==> src/rtl/cai_dev_endpoint_if.sv <==
// CAI device endpoint bus: host ring config/doorbell, descriptor fetch,
// engine result and completion write channels, plus constant ID outputs.
//
// Handshakes (desc_req, done, comp_wr): a transfer happens on a rising clk
// edge where valid and ready are both 1. Once valid is raised, the sender
// holds valid and its payload stable until that transfer edge. Ready may
// rise or fall freely and never depends on a transfer having happened.
interface cai_dev_endpoint_if #(
  parameter int ADDR_W   = 64,
  parameter int RING_W   = 32,
  parameter int CTX_W    = 16,
  parameter int STATUS_W = 32
);
  logic [ADDR_W-1:0]   submit_base;
  logic [RING_W-1:0]   submit_size;
  logic                submit_doorbell;
  logic [CTX_W-1:0]    context_sel;
  logic [ADDR_W-1:0]   comp_base;
  logic [RING_W-1:0]   comp_size;
  logic [15:0]         cai_version;
  logic [31:0]         cai_feature_bits;
  logic                comp_msg;
  logic                comp_irq;
  logic [STATUS_W-1:0] status;
  logic                desc_req_valid;
  logic                desc_req_ready;
  logic [ADDR_W-1:0]   desc_req_addr;
  logic [CTX_W-1:0]    desc_req_ctx;
  logic                done_valid;
  logic                done_ready;
  logic [7:0]          done_status;
  logic                comp_wr_valid;
  logic                comp_wr_ready;
  logic [ADDR_W-1:0]   comp_wr_addr;
  logic [31:0]         comp_wr_data;
  // Debug view of the endpoint FSM state encoding.
  logic [2:0]          fsm_state;

  // Device side (the endpoint itself).
  modport slave (
    input  submit_base, submit_size, submit_doorbell, context_sel,
    input  desc_req_ready, done_valid, done_status, comp_wr_ready,
    output comp_base, comp_size, cai_version, cai_feature_bits,
    output comp_msg, comp_irq, status,
    output desc_req_valid, desc_req_addr, desc_req_ctx,
    output done_ready, comp_wr_valid, comp_wr_addr, comp_wr_data,
    output fsm_state
  );

  // Host/fabric side.
  modport master (
    output submit_base, submit_size, submit_doorbell, context_sel,
    output desc_req_ready, done_valid, done_status, comp_wr_ready,
    input  comp_base, comp_size, cai_version, cai_feature_bits,
    input  comp_msg, comp_irq, status,
    input  desc_req_valid, desc_req_addr, desc_req_ctx,
    input  done_ready, comp_wr_valid, comp_wr_addr, comp_wr_data,
    input  fsm_state
  );
endinterface

==> src/rtl/cai_dev_endpoint.sv <==
// CAI device endpoint: counts doorbells, walks the submit ring issuing
// descriptor fetches, waits for the engine result, posts a completion
// record to the fixed completion ring and pulses comp_msg/comp_irq.
module cai_dev_endpoint #(
  parameter int                ADDR_W       = 64,
  parameter int                RING_W       = 32,
  parameter int                CTX_W        = 16,
  parameter int                STATUS_W     = 32,
  parameter int                DESC_BYTES   = 32,
  parameter int                COMP_BYTES   = 16,
  parameter logic [ADDR_W-1:0] COMP_BASE    = 64'h0,
  parameter int                COMP_ENTRIES = 64,
  parameter int                PEND_MAX     = 255,
  parameter logic [15:0]       VERSION      = 16'h0100,
  parameter logic [31:0]       FEATURES     = 32'h0000_0001
) (
  input logic               clk,
  input logic               rst_n,
  cai_dev_endpoint_if.slave bus
);

  localparam int         TAIL_W   = (COMP_ENTRIES > 1) ? $clog2(COMP_ENTRIES) : 1;
  localparam logic [7:0] PEND_LIM = 8'(PEND_MAX);

  typedef enum logic [2:0] {
    S_IDLE   = 3'd0,
    S_FETCH  = 3'd1,
    S_EXEC   = 3'd2,
    S_COMPL  = 3'd3,
    S_NOTIFY = 3'd4
  } state_t;

  state_t            state;
  logic [ADDR_W-1:0] base_q;
  logic [RING_W-1:0] size_q;
  logic [CTX_W-1:0]  ctx_q;
  logic [7:0]        pending;
  logic              size_err;
  logic              overflow;
  logic              last_nz;
  logic [RING_W-1:0] head;
  logic [TAIL_W-1:0] tail;
  logic              db_ok;
  logic              fetch_hs;
  logic [ADDR_W-1:0] fetch_addr;
  logic [ADDR_W-1:0] compl_addr;

  assign db_ok      = bus.submit_doorbell && (bus.submit_size != '0);
  assign fetch_hs   = bus.desc_req_valid && bus.desc_req_ready;
  assign fetch_addr = base_q + (ADDR_W'(head) * ADDR_W'(DESC_BYTES));
  assign compl_addr = COMP_BASE + (ADDR_W'(tail) * ADDR_W'(COMP_BYTES));

  assign bus.comp_base        = COMP_BASE;
  assign bus.comp_size        = RING_W'(COMP_ENTRIES);
  assign bus.cai_version      = VERSION;
  assign bus.cai_feature_bits = FEATURES;
  assign bus.fsm_state        = state;
  assign bus.status = STATUS_W'({head[15:0], pending, 4'b0000,
                                 last_nz, overflow, size_err,
                                 (state != S_IDLE)});

  // Doorbell intake: latch ring config, track pending work, sticky errors.
  always_ff @(posedge clk or negedge rst_n) begin
    if (!rst_n) begin
      base_q   <= '0;
      size_q   <= '0;
      ctx_q    <= '0;
      pending  <= '0;
      size_err <= 1'b0;
      overflow <= 1'b0;
    end else begin
      if (db_ok) begin
        base_q <= bus.submit_base;
        size_q <= bus.submit_size;
        ctx_q  <= bus.context_sel;
      end
      if (bus.submit_doorbell && (bus.submit_size == '0)) size_err <= 1'b1;
      // A doorbell landing on a fetch handshake nets to zero change.
      if (db_ok && !fetch_hs) begin
        if (pending == PEND_LIM) overflow <= 1'b1;
        else                     pending  <= pending + 8'd1;
      end else if (!db_ok && fetch_hs) begin
        pending <= pending - 8'd1;
      end
    end
  end

  // Job sequencer: fetch -> wait result -> write completion -> notify.
  always_ff @(posedge clk or negedge rst_n) begin
    if (!rst_n) begin
      state              <= S_IDLE;
      head               <= '0;
      tail               <= '0;
      last_nz            <= 1'b0;
      bus.desc_req_valid <= 1'b0;
      bus.desc_req_addr  <= '0;
      bus.desc_req_ctx   <= '0;
      bus.done_ready     <= 1'b0;
      bus.comp_wr_valid  <= 1'b0;
      bus.comp_wr_addr   <= '0;
      bus.comp_wr_data   <= '0;
      bus.comp_msg       <= 1'b0;
      bus.comp_irq       <= 1'b0;
    end else begin
      case (state)
        S_IDLE: begin
          if (pending != 8'd0) begin
            state              <= S_FETCH;
            bus.desc_req_valid <= 1'b1;
            bus.desc_req_addr  <= fetch_addr;
            bus.desc_req_ctx   <= ctx_q;
          end
        end
        S_FETCH: begin
          if (bus.desc_req_ready) begin
            state              <= S_EXEC;
            bus.desc_req_valid <= 1'b0;
            bus.done_ready     <= 1'b1;
            // A head left beyond a newly shrunk ring wraps on this step.
            head <= (head >= size_q - RING_W'(1)) ? '0 : head + RING_W'(1);
          end
        end
        S_EXEC: begin
          if (bus.done_valid) begin
            state             <= S_COMPL;
            bus.done_ready    <= 1'b0;
            last_nz           <= (bus.done_status != 8'd0);
            bus.comp_wr_valid <= 1'b1;
            bus.comp_wr_addr  <= compl_addr;
            bus.comp_wr_data  <= {bus.done_status, 8'h00, 16'(bus.desc_req_ctx)};
          end
        end
        S_COMPL: begin
          if (bus.comp_wr_ready) begin
            state             <= S_NOTIFY;
            bus.comp_wr_valid <= 1'b0;
            bus.comp_msg      <= 1'b1;
            bus.comp_irq      <= 1'b1;
            tail <= (tail == TAIL_W'(COMP_ENTRIES - 1)) ? '0 : tail + TAIL_W'(1);
          end
        end
        S_NOTIFY: begin
          bus.comp_msg <= 1'b0;
          bus.comp_irq <= 1'b0;
          if (pending != 8'd0) begin
            state              <= S_FETCH;
            bus.desc_req_valid <= 1'b1;
            bus.desc_req_addr  <= fetch_addr;
            bus.desc_req_ctx   <= ctx_q;
          end else begin
            state <= S_IDLE;
          end
        end
        default: state <= S_IDLE;
      endcase
    end
  end

endmodule

==> src/flat_wrapper.sv <==
// flat-port wrapper written by rule: the top's interface ports become plain ports
module cai_dev_endpoint_flat 
#(
  parameter int                ADDR_W       = 64,
  parameter int                RING_W       = 32,
  parameter int                CTX_W        = 16,
  parameter int                STATUS_W     = 32,
  parameter int                DESC_BYTES   = 32,
  parameter int                COMP_BYTES   = 16,
  parameter logic [ADDR_W-1:0] COMP_BASE    = 64'h0,
  parameter int                COMP_ENTRIES = 64,
  parameter int                PEND_MAX     = 255,
  parameter logic [15:0]       VERSION      = 16'h0100,
  parameter logic [31:0]       FEATURES     = 32'h0000_0001
)
  (clk, rst_n, bus_submit_base, bus_submit_size, bus_submit_doorbell, bus_context_sel, bus_desc_req_ready, bus_done_valid, bus_done_status, bus_comp_wr_ready, bus_comp_base, bus_comp_size, bus_cai_version, bus_cai_feature_bits, bus_comp_msg, bus_comp_irq, bus_status, bus_desc_req_valid, bus_desc_req_addr, bus_desc_req_ctx, bus_done_ready, bus_comp_wr_valid, bus_comp_wr_addr, bus_comp_wr_data, bus_fsm_state);
  cai_dev_endpoint_if #(.ADDR_W(ADDR_W), .RING_W(RING_W), .CTX_W(CTX_W), .STATUS_W(STATUS_W)) bus_i ();
  input logic clk;
  input logic rst_n;
  input wire logic [$bits(bus_i.submit_base)-1:0] bus_submit_base;
  input wire logic [$bits(bus_i.submit_size)-1:0] bus_submit_size;
  input wire logic [$bits(bus_i.submit_doorbell)-1:0] bus_submit_doorbell;
  input wire logic [$bits(bus_i.context_sel)-1:0] bus_context_sel;
  input wire logic [$bits(bus_i.desc_req_ready)-1:0] bus_desc_req_ready;
  input wire logic [$bits(bus_i.done_valid)-1:0] bus_done_valid;
  input wire logic [$bits(bus_i.done_status)-1:0] bus_done_status;
  input wire logic [$bits(bus_i.comp_wr_ready)-1:0] bus_comp_wr_ready;
  output wire logic [$bits(bus_i.comp_base)-1:0] bus_comp_base;
  output wire logic [$bits(bus_i.comp_size)-1:0] bus_comp_size;
  output wire logic [$bits(bus_i.cai_version)-1:0] bus_cai_version;
  output wire logic [$bits(bus_i.cai_feature_bits)-1:0] bus_cai_feature_bits;
  output wire logic [$bits(bus_i.comp_msg)-1:0] bus_comp_msg;
  output wire logic [$bits(bus_i.comp_irq)-1:0] bus_comp_irq;
  output wire logic [$bits(bus_i.status)-1:0] bus_status;
  output wire logic [$bits(bus_i.desc_req_valid)-1:0] bus_desc_req_valid;
  output wire logic [$bits(bus_i.desc_req_addr)-1:0] bus_desc_req_addr;
  output wire logic [$bits(bus_i.desc_req_ctx)-1:0] bus_desc_req_ctx;
  output wire logic [$bits(bus_i.done_ready)-1:0] bus_done_ready;
  output wire logic [$bits(bus_i.comp_wr_valid)-1:0] bus_comp_wr_valid;
  output wire logic [$bits(bus_i.comp_wr_addr)-1:0] bus_comp_wr_addr;
  output wire logic [$bits(bus_i.comp_wr_data)-1:0] bus_comp_wr_data;
  output wire logic [$bits(bus_i.fsm_state)-1:0] bus_fsm_state;
  assign bus_i.submit_base = bus_submit_base;
  assign bus_i.submit_size = bus_submit_size;
  assign bus_i.submit_doorbell = bus_submit_doorbell;
  assign bus_i.context_sel = bus_context_sel;
  assign bus_i.desc_req_ready = bus_desc_req_ready;
  assign bus_i.done_valid = bus_done_valid;
  assign bus_i.done_status = bus_done_status;
  assign bus_i.comp_wr_ready = bus_comp_wr_ready;
  assign bus_comp_base = bus_i.comp_base;
  assign bus_comp_size = bus_i.comp_size;
  assign bus_cai_version = bus_i.cai_version;
  assign bus_cai_feature_bits = bus_i.cai_feature_bits;
  assign bus_comp_msg = bus_i.comp_msg;
  assign bus_comp_irq = bus_i.comp_irq;
  assign bus_status = bus_i.status;
  assign bus_desc_req_valid = bus_i.desc_req_valid;
  assign bus_desc_req_addr = bus_i.desc_req_addr;
  assign bus_desc_req_ctx = bus_i.desc_req_ctx;
  assign bus_done_ready = bus_i.done_ready;
  assign bus_comp_wr_valid = bus_i.comp_wr_valid;
  assign bus_comp_wr_addr = bus_i.comp_wr_addr;
  assign bus_comp_wr_data = bus_i.comp_wr_data;
  assign bus_fsm_state = bus_i.fsm_state;
  cai_dev_endpoint #(.ADDR_W(ADDR_W), .RING_W(RING_W), .CTX_W(CTX_W), .STATUS_W(STATUS_W), .DESC_BYTES(DESC_BYTES), .COMP_BYTES(COMP_BYTES), .COMP_BASE(COMP_BASE), .COMP_ENTRIES(COMP_ENTRIES), .PEND_MAX(PEND_MAX), .VERSION(VERSION), .FEATURES(FEATURES)) u_core (.clk(clk), .rst_n(rst_n), .bus(bus_i));
endmodule
==> config.mk <==
export PLATFORM = sky130hd
export DESIGN_NAME = cai_dev_endpoint_flat
export DESIGN_NICKNAME = d
export VERILOG_FILES = /design/src/rtl/cai_dev_endpoint_if.sv /design/src/rtl/cai_dev_endpoint.sv /design/src/flat_wrapper.sv
export SDC_FILE = /design/constraint.sdc
export NUM_CORES = 1
export LEC_CHECK = 0
export CORE_AREA = 2 2 187 189
export CTS_CLUSTER_SIZE = 10
export DETAILED_ROUTE_END_ITERATION = 8
export DIE_AREA = 0 0 189 191
export GPL_TIMING_DRIVEN = 1
export PLACE_DENSITY = 0.89
export SLEW_MARGIN = 20
export SYNTH_ARGS = -nofsm -noshare
export SYNTH_HDL_FRONTEND = slang
export SYNTH_SLANG_ARGS = --single-unit
==> constraint.sdc <==
create_clock -name clk -period 7 [get_ports clk]
set_input_delay 1.05 -clock clk [delete_from_list [all_inputs] [get_ports clk]]
set_output_delay 1.05 -clock clk [all_outputs]
set_load 0.05 [all_outputs]
==> metrics, run 1 <==
outcome=complete, no violations; yosys warns=0; total vias in the final route=12.3k; Setup TNS=0 ns; CTS H-tree lvls=2; global route total overflow=0; share of the yosys chip area belonging to registers=0.421; GPL Wtd Cong=0.937; overall fraction of global-route tracks in use=0.232; Syn Inst Count=1662; pwr/cell area=392 nW/µm²; TritonCTS Buffers=34; clk_skew=0.0185 ns; Die X=189 µm; Tightest Pin Transition=1.14 ns; Yosys top cell area share=0.421; Synth cell types=66; Worst Setup End Kind=flop; peak supply drop=0.340 mV; R2R Setup Slk=1.90 ns; Multi-input gate area=8310 µm²; Die Height=191 µm; fin crit share=0.728; Synth area leaders=dfrtp_1 42%, buf_4 11%, mux2_2 10%; fraction of layout cells with a size suffix above 1=0.117; power consumption=7700 µW; TritonCTS clock tree=built; static leakage=0.00877 µW; initial antenna violation count=3; Hold Path Cell Cnt=1; placed cells=2320; final WL=43.2 mm; Clock transition at path regs=0.05 ns; Yosys top cell by area=dfrtp_1; reg2reg end=u_core.head[17]; RSZ-0062 raised after global routing=false; Slew Limit Headroom=0.239; clock buffer depth=3; Post CTS Setup Buffer Count=0; Final Max Slew Viols=0; Routed Antenna Nets=0; Final Hold Fails=0; post-CTS sizing=0; FF+latch area=6960 µm²; global-route wire length before repair=66.5 mm; WHS Endpoint=u_core.size_err; Fmax=196 MHz; Starting Density=0.484; fill count=2808; Worst Hold Slack=0.467 ns; mapped cell area=16500 µm²; DRT Pass-1 Iters=5; vias in the first global route=12.7k; wire per inst=18.3 µm; CP max FO=26; Root Buffer=clkbuf_16; reg-to-reg critical path startpoint=u_core.size_q[5]; hpwl dp=32.7 mm; port bufs=271; DRC=0; worst r2r path cells=15; Post-synth EDFFs=0; final setup vio count=0; Required @ worst endpoint=7.35 ns; Period minus WS final=5.10 ns; Max Cap Viol=0; row cnt=68; post-synthesis register bit count=278; CP arrival=5.45 ns; clk sinks=278; ys async rst share=1.00; worst hold path type=reg -> reg; P&R area growth vs syn=19.1%; Iteration-0 DRC Markers=653; CP startpoint kind=flop; Top Ports=486; Avg Inst Size Synth=9.93 µm²; ys flop type=dfrtp_1; vias per cell=5.22; Setup Crit Path Kind=reg -> reg; Die ar.=36100 µm²; Core ar.=34100 µm²; Hold Startpoint=u_core.size_err; Post-layout nets=2102; Clk Latency, worst-skew pair=0.52 ns; largest net degree at the start of global routing=154; cts hold-fix bufs=0; final std cells w/o fill=2367
[stage by stage]
| stage | setup slack [ns] | area [µm²] | util |
|---|---|---|---|
| 4_1_cts | 1.94 | 19700 | 0.576 |
| 3_3_place_gp | 2.18 | 18700 | 0.549 |
| 5_1_grt | 1.58 | 19700 | 0.576 |
| 6_report | 1.90 | 19700 | 0.576 |
| 2_1_floorplan | 2.69 | 17300 | - |
| 3_5_place_dp | 1.96 | 18700 | 0.549 |
[cell families (layout without fill, tap and decap cells)]
logic type,after synthesis,count (layout),synth area share
AND/OR/NAND/NOR,476,476,0.139
flip-flops,278,278,0.421
AO/OA/AOI/OAI,259,259,0.0969
other,2,217,0.000455
adder cells (fa/ha/maj),75,75,0.0578
XOR/XNOR,109,109,0.0578
buffers and inverters,313,348,0.125
multiplexers,150,150,0.102
[per-layer routing]
metal	global-route usage	wire length (µm)	share of wire
met5	0	0	0
met4	0.130	2320	0.054
met2	0.426	22500	0.52
met3	0.0301	2190	0.051
met1	0.260	16200	0.38
[registers in the layout, summed over array words and instances, names as in the netlist, 3 cells and up]
signal / flops
u_core.base_q: 64
u_core.bus.comp_wr_addr: 6
u_core.bus.comp_wr_data: 24
u_core.bus.desc_req_addr: 64
u_core.bus.desc_req_ctx: 16
u_core.bus.fsm_state: 3
u_core.ctx_q: 16
u_core.head: 32
u_core.pending: 8
u_core.size_q: 32
u_core.tail: 6
[placed cells by master (no fill, tap or decap), types with 27 or more instances in the layout]
| cell | instances |
|---|---|
| clkdlybuf4s50_1 | 270 |
| xnor2_1 | 76 |
| xor2_1 | 33 |
| mux2_2 | 147 |
| ha_1 | 73 |
| o21ai_0 | 71 |
| conb_1 | 214 |
| nand2_1 | 204 |
| nand3_1 | 27 |
| a21o_1 | 34 |
| dfrtp_1 | 278 |
| a21oi_1 | 62 |
| clkbuf_16 | 34 |
| nor2_1 | 96 |
[final cells by class]
class                      instances  area share
multi-input combinational       1283       0.423
timing repair buffer             278       0.141
antenna                            3    0.000382
inverter                          26     0.00496
tap                              455      0.0289
clock inverter                     4     0.00197
clock buffer                      40      0.0459
sequential                       278       0.354
[worst max path at each step]
stage	cells past startpoint	from	to
3_3_place_gp	15	u_core.size_q[5]	u_core.head[28]
6_report	15	u_core.size_q[5]	u_core.head[17]
5_1_grt	15	u_core.size_q[5]	u_core.head[17]
4_1_cts	15	u_core.size_q[5]	u_core.head[11]
3_5_place_dp	15	u_core.size_q[5]	u_core.head[29]
2_1_floorplan	16	u_core.size_q[9]	u_core.head[10]
[power breakdown]
group | total [µW] | internal [µW] | leakage (µW) | switching, µW
logic | 3730 | 1200 | 0.00493 | 2530
clock network | 1550 | 905 | 0.000464 | 645
registers | 2420 | 2050 | 0.00338 | 371
[worst max-delay path, cell delays in order (launching register included)]
cell and delay [ns]:
dfrtp_1 0.41, nor4_2 0.40, nand3b_1 0.18, or3_4 0.43, or4_4 0.51, nand2b_4 0.18
nand2b_4 0.19, nor4_4 0.18, xnor2_1 0.11, ha_1 0.31, nand3_1 0.12, nor2_1 0.12
nand2_1 0.08, o31ai_1 0.85, and2_1 0.76, nor2_1 0.13
[synthesized netlist by cell type, drive strengths merged (10+ instances only)]
master and count:
dfrtp 278, buf 245, nand2 205, mux2 147, nor2 96, o21ai 85
xnor2 76, ha 73, a21oi 62, clkbuf 42, a21o 34, xor2 33
nand3 27, inv 26, nand4 24, nor3 23, nor4 23, and3 17
a211oi 13, or3 12, a31oi 11, nand2b 10
No activity file was read; power rests on OpenSTA's default activity.
==> inputs of run 2 (changes only) <==
==> constraint.sdc (replaced) <==
create_clock -name clk -period 4.9 [get_ports clk]
set_input_delay 0.735 -clock clk [delete_from_list [all_inputs] [get_ports clk]]
set_output_delay 0.735 -clock clk [all_outputs]
set_load 0.05 [all_outputs]
==> metrics, run 2 (synthesis gave the netlist of run 1 again) <==
Root Buffer=clkbuf_16 (unchanged); fin crit share=0.897 (was 0.728); initial antenna violation count=4 (was 3); Worst Setup End Kind=flop (unchanged); Slew Limit Headroom=0.274 (was 0.239); met2 wire length=21.6 mm (was 22.5 mm); clock network fraction of design power=0.200 (was 0.201); worst hold path type=in -> async (was reg -> reg); Setup Crit Path Kind=reg -> reg (unchanged); Largest regs=u_core.base_q (64), u_core.bus.desc_req_addr (64) (unchanged); post-CTS sizing=0 (unchanged); P_sw=5060 µW (was 3540 µW); clk sinks=278 (unchanged); row cnt=68 (unchanged); power consumption=11000 µW (was 7700 µW); Final Max Slew Viols=0 (unchanged); CP max FO=26 (unchanged); overall fraction of global-route tracks in use=0.227 (was 0.232); GPL Wtd Cong=0.937 (about the same); Die Height=191 µm (unchanged); TritonCTS Buffers=34 (unchanged); DR WL met3=2.09 mm (was 2.19 mm); Iteration-0 DRC Markers=703 (was 653); Tightest Pin Transition=1.08 ns (was 1.14 ns); Seq pwr share=0.314 (about the same); Worst Hold Slack=0.330 ns (was 0.467 ns); Top Ports=486 (unchanged); fraction of layout cells with a size suffix above 1=0.119 (was 0.117); vias per cell=5.25 (was 5.22); FF+latch area=6960 µm² (unchanged); Core Util, Final=0.578 (was 0.576); Core ar.=34100 µm² (unchanged); wire per inst=17.8 µm (was 18.3 µm); Required @ worst endpoint=5.34 ns (was 7.35 ns); Post CTS Setup Buffer Count=0 (unchanged); Setup TNS=0 ns (unchanged); final WL=42.3 mm (was 43.2 mm); RSZ-0062 raised after global routing=false (unchanged); Pint=5940 µW (was 4160 µW); highest routed layer=met4 (unchanged); fill count=2745 (was 2808); largest net degree at the start of global routing=129 (was 154); static leakage=0.00880 µW (was 0.00877 µW); R2R Setup Slk=0.50 ns (was 1.90 ns); P&R area growth vs syn=19.4% (was 19.1%); total vias in the final route=12.5k (was 12.3k); Clk Latency, worst-skew pair=0.52 ns (about the same); clock buffer depth=3 (unchanged); Multi-input gate area=8310 µm² (unchanged); Die X=189 µm (unchanged); hpwl dp=32.1 mm (was 32.7 mm); CP arrival=4.84 ns (was 5.45 ns); switch share=0.460 (about the same); M1 WL=16.2 mm (about the same); global-route wire length before repair=65.1 mm (was 66.5 mm); Period minus WS final=4.40 ns (was 5.10 ns); CTS H-tree lvls=2 (unchanged); DRT Pass-1 Iters=5 (unchanged); vias in the first global route=12.2k (was 12.7k); commonest non-fill, non-tap cell in the layout=dfrtp_1 (unchanged); port bufs=271 (unchanged); pwr/cell area=558 nW/µm² (was 392 nW/µm²); worst r2r path cells=18 (was 15); clk_skew=0.0222 ns (was 0.0185 ns); reg-to-reg critical path startpoint=u_core.size_q[3] (was u_core.size_q[5]); outcome=complete, no violations (unchanged); Die ar.=36100 µm² (unchanged); Max Cap Viol=0 (unchanged); cts hold-fix bufs=0 (unchanged); peak supply drop=0.387 mV (was 0.340 mV); Routed Antenna Nets=0 (unchanged); combinational share of power=0.486 (was 0.484); TritonCTS clock tree=built (unchanged); most frequent cells in the layout=278 x dfrtp_1, 270 x clkdlybuf4s50_1, 214 x conb_1 (unchanged); global route total overflow=0 (unchanged); Clock transition at path regs=0.05 ns (about the same); reg2reg end=u_core.head[10] (was u_core.head[17]); final setup vio count=0 (unchanged); Post-layout nets=2106 (was 2102); Starting Density=0.484 (unchanged); Final Hold Fails=0 (unchanged); Fmax=227 MHz (was 196 MHz); DRC=0 (unchanged); CP startpoint kind=flop (unchanged)
-- run 2: cell types whose count changed in the layout (fill, tap and decap cells not counted), sizes merged --
| cell | change |
|---|---|
| buf | +4 |
| diode | +2 |
-- run 2: per-stage QoR --
step	setup WS (ns)	instance area [µm²]	instances
after floorplan	0.592	17300	1874
after global placement	0.661	18800	2324
after detailed placement	0.521	18800	2324
after CTS	0.502	19700	2368
after global routing	0.0680	19700	2372
final	0.502	19700	2373
-- run 2: layout make-up --
cell class / instances / share of cell area
multi-input cells: 1283 / 0.422
flip-flops and latches: 278 / 0.353
repair buffers: 282 / 0.143
clock buffers: 40 / 0.0458
well taps: 455 / 0.0289
inverters: 26 / 0.00495
clock inverters: 4 / 0.00197
diodes: 5 / 0.000635
-- run 2: worst max-delay path, stage by stage, from the launching register on --
cell and delay (ns):
dfrtp_1 0.42, nor4_2 0.38, nand2_1 0.19, or3_4 0.44, or4_4 0.51, nand2b_4 0.17
nor3_1 0.19, xnor2_1 0.15, ha_1 0.26, a21o_1 0.19, a21o_1 0.17, a21o_1 0.17
a21oi_1 0.14, o221a_2 0.20, o31ai_1 0.06, buf_4 0.17, and2_1 0.15, buf_4 0.21
nor2_1 0.15
-- run 2: how the worst max path moves through the flow --
stage / endpoint / start / depth (start not counted) / slack (ns)
2_1_floorplan: u_core.head[10] / u_core.size_q[9] / 16 / 0.59
3_3_place_gp: u_core.head[24] / u_core.size_q[5] / 18 / 0.66
3_5_place_dp: u_core.head[10] / u_core.size_q[3] / 18 / 0.52
4_1_cts: u_core.head[10] / u_core.size_q[3] / 18 / 0.50
5_1_grt: u_core.head[10] / u_core.size_q[3] / 18 / 0.07
6_report: u_core.head[10] / u_core.size_q[3] / 18 / 0.50
-- run 2: routing by layer --
layer | up-vias | GRT usage
met5 | - | 0
met4 | 0 | 0.133
met3 | 129 | 0.0257
met2 | 507 | 0.401
met1 | 6038 | 0.268
li1 | 5786 | -
-- run 2: power by group through the flow --
stage               clock (µW)  sequential (µW)  combinational [µW]
CTS                       2250             3450                5370
finish                    2210             3450                5350
global placement             0             3440                5230
detailed placement           0             3480                5340
floorplan                    0             5040                2110
global route              2350             3530                5640
==> inputs of run 3 (changes only) <==
==> constraint.sdc (replaced) <==
create_clock -name clk -period 4.9 [get_ports clk]
set_input_delay 1.47 -clock clk [delete_from_list [all_inputs] [get_ports clk]]
set_output_delay 1.47 -clock clk [all_outputs]
set_load 0.05 [all_outputs]
==> metrics, run 3 (synthesis gave the netlist of run 1 again) <==
outcome=complete, no violations (unchanged); Setup Crit Path Kind=reg -> reg (unchanged); wire per inst=17.8 µm (about the same); Final Max Slew Viols=0 (unchanged); initial antenna violation count=11 (was 4); worst hold path type=reg -> reg (was in -> async); Starting Density=0.484 (unchanged); hpwl dp=32.5 mm (was 32.1 mm); P&R area growth vs syn=20.2% (was 19.4%); commonest non-fill, non-tap cell in the layout=dfrtp_1 (unchanged); DRT Pass-1 Iters=5 (unchanged); Worst Setup End Kind=flop (unchanged); Worst Hold Slack=0.463 ns (was 0.330 ns); static leakage=0.00886 µW (was 0.00880 µW); clk_skew=0.0226 ns (was 0.0222 ns); final setup vio count=0 (unchanged); pwr/cell area=563 nW/µm² (was 558 nW/µm²); Final Hold Fails=0 (unchanged); peak supply drop=0.391 mV (was 0.387 mV); most frequent cells in the layout=278 x dfrtp_1, 270 x clkdlybuf4s50_1, 214 x conb_1 (unchanged); Setup TNS=0 ns (unchanged); RSZ-0062 raised after global routing=false (unchanged); TritonCTS Buffers=35 (was 34); DRC=0 (unchanged); Pint=6110 µW (was 5940 µW); CP startpoint kind=flop (unchanged); vias in the first global route=12.1k (was 12.2k); largest net degree at the start of global routing=114 (was 129); Required @ worst endpoint=5.34 ns (about the same); Max Cap Viol=0 (unchanged); final WL=42.3 mm (about the same); WP buf/inv=2 (unchanged); CP Cell Sequence=nor4_2 -> nand2_1 -> or3_4 -> or4_4 -> nand2b_4 -> nor3_1 -> xnor2_1 -> ha_1 -> a21o_1 -> a21o_1 -> a21o_1 -> a21oi_1 -> o221a_2 -> o31ai_1 -> buf_4 -> and2_1 -> buf_4 -> nor2_1 (unchanged); TritonCTS clock tree=built (unchanged); R2R Setup Slk=0.49 ns (was 0.50 ns); Fmax=227 MHz (about the same); vias per cell=5.28 (was 5.25); Seq pwr share=0.309 (was 0.314); Slew Limit Headroom=0.351 (was 0.274); CTS H-tree lvls=2 (unchanged); Post-layout nets=2110 (was 2106); fraction of layout cells with a size suffix above 1=0.121 (was 0.119); fin crit share=0.901 (was 0.897); Core ar.=34100 µm² (unchanged); CP top delay family=simple AND/OR/NAND/NOR gates (unchanged); CP max FO=26 (unchanged); Routed Antenna Nets=0 (unchanged); row cnt=68 (unchanged); Period minus WS final=4.41 ns (was 4.40 ns); Die X=189 µm (unchanged); combinational share of power=0.478 (was 0.486); Tightest Pin Transition=0.973 ns (was 1.08 ns); GPL Wtd Cong=0.921 (was 0.937); Die Height=191 µm (unchanged); largest stage delay on the critical path=0.51 ns (about the same); port bufs=271 (unchanged); Die ar.=36100 µm² (unchanged); total vias in the final route=12.6k (was 12.5k); Clock transition at path regs=0.05 ns (about the same); overall fraction of global-route tracks in use=0.226 (was 0.227); switch share=0.452 (was 0.460); Post CTS Setup Buffer Count=0 (unchanged); CP arrival=4.85 ns (was 4.84 ns); P_sw=5050 µW (was 5060 µW); CP most frequent cell=a21o_1 (unchanged); global-route wire length before repair=64.7 mm (was 65.1 mm); Root Buffer=clkbuf_16 (unchanged); cts hold-fix bufs=0 (unchanged); Top Ports=486 (unchanged); post-CTS sizing=0 (unchanged); Iteration-0 DRC Markers=872 (was 703); clk sinks=278 (unchanged); clock buffer depth=3 (unchanged); Clk Latency, worst-skew pair=0.52 ns (about the same); clock network fraction of design power=0.213 (was 0.200); Largest regs=u_core.base_q (64), u_core.bus.desc_req_addr (64) (unchanged); global route total overflow=0 (unchanged); Crit-path slowest cell=or4_4 (unchanged)
-- run 3: worst register-to-register path, delay by kind of cell, from the launching register on --
kind | cells | cell delay, ns
buf+inv | 2 | 0.40
simple gates | 8 | 2.18
xor+xnor | 1 | 0.16
fa+ha+maj | 1 | 0.27
flops | 1 | 0.42
compound gates | 6 | 0.90
-- run 3: power by group through the flow --
stage	Clock, µW	Combinational (µW)	Sequential, µW
global placement	0	5220	3450
CTS	2420	5360	3450
global route	2510	5640	3530
floorplan	0	2110	5040
finish	2380	5330	3450
detailed placement	0	5340	3480
-- run 3: path summary, 6_finish.rpt --
kind	from	depth (start not counted)	end
min reg2reg	u_core.size_err	1	u_core.size_err
min	u_core.size_err	1	u_core.size_err
max in group asynchronous	rst_n	2	u_core.bus.desc_req_addr[8]
min in group asynchronous	rst_n	1	u_core.bus.comp_wr_data[12]
max reg2reg	u_core.size_q[5]	18	u_core.head[9]
max	u_core.size_q[5]	18	u_core.head[9]
-- run 3: per-layer routing --
| layer | track usage | part of all wire |
|---|---|---|
| met5 | 0 | 0.0019 |
| met4 | 0.118 | 0.052 |
| met3 | 0.0448 | 0.058 |
| met2 | 0.409 | 0.52 |
| met1 | 0.252 | 0.37 |
-- run 3: cell type report --
type	instances	area, µm²
Inverter	26	97.6
Clock buffer	42	945
Timing Repair Buffer	285	2850
Antenna cell	6	15.0
Multi-Input combinational cell	1283	8310
Sequential cell	278	6960
Fill cell	2719	14300
Tap cell	455	569
Clock inverter	6	95.1
-- run 3: stage by stage --
stage	total power, µW	worst slack, ns	instance area [µm²]	cells	util
CTS	11200	0.489	19800	2374	0.581
finish	11200	0.486	19800	2381	0.581
detailed placement	8830	0.00384	18800	2326	0.550
global placement	8680	0.291	18800	2326	0.550
global route	11700	0.197	19800	2377	0.581
floorplan	7150	0.592	17300	1874	-
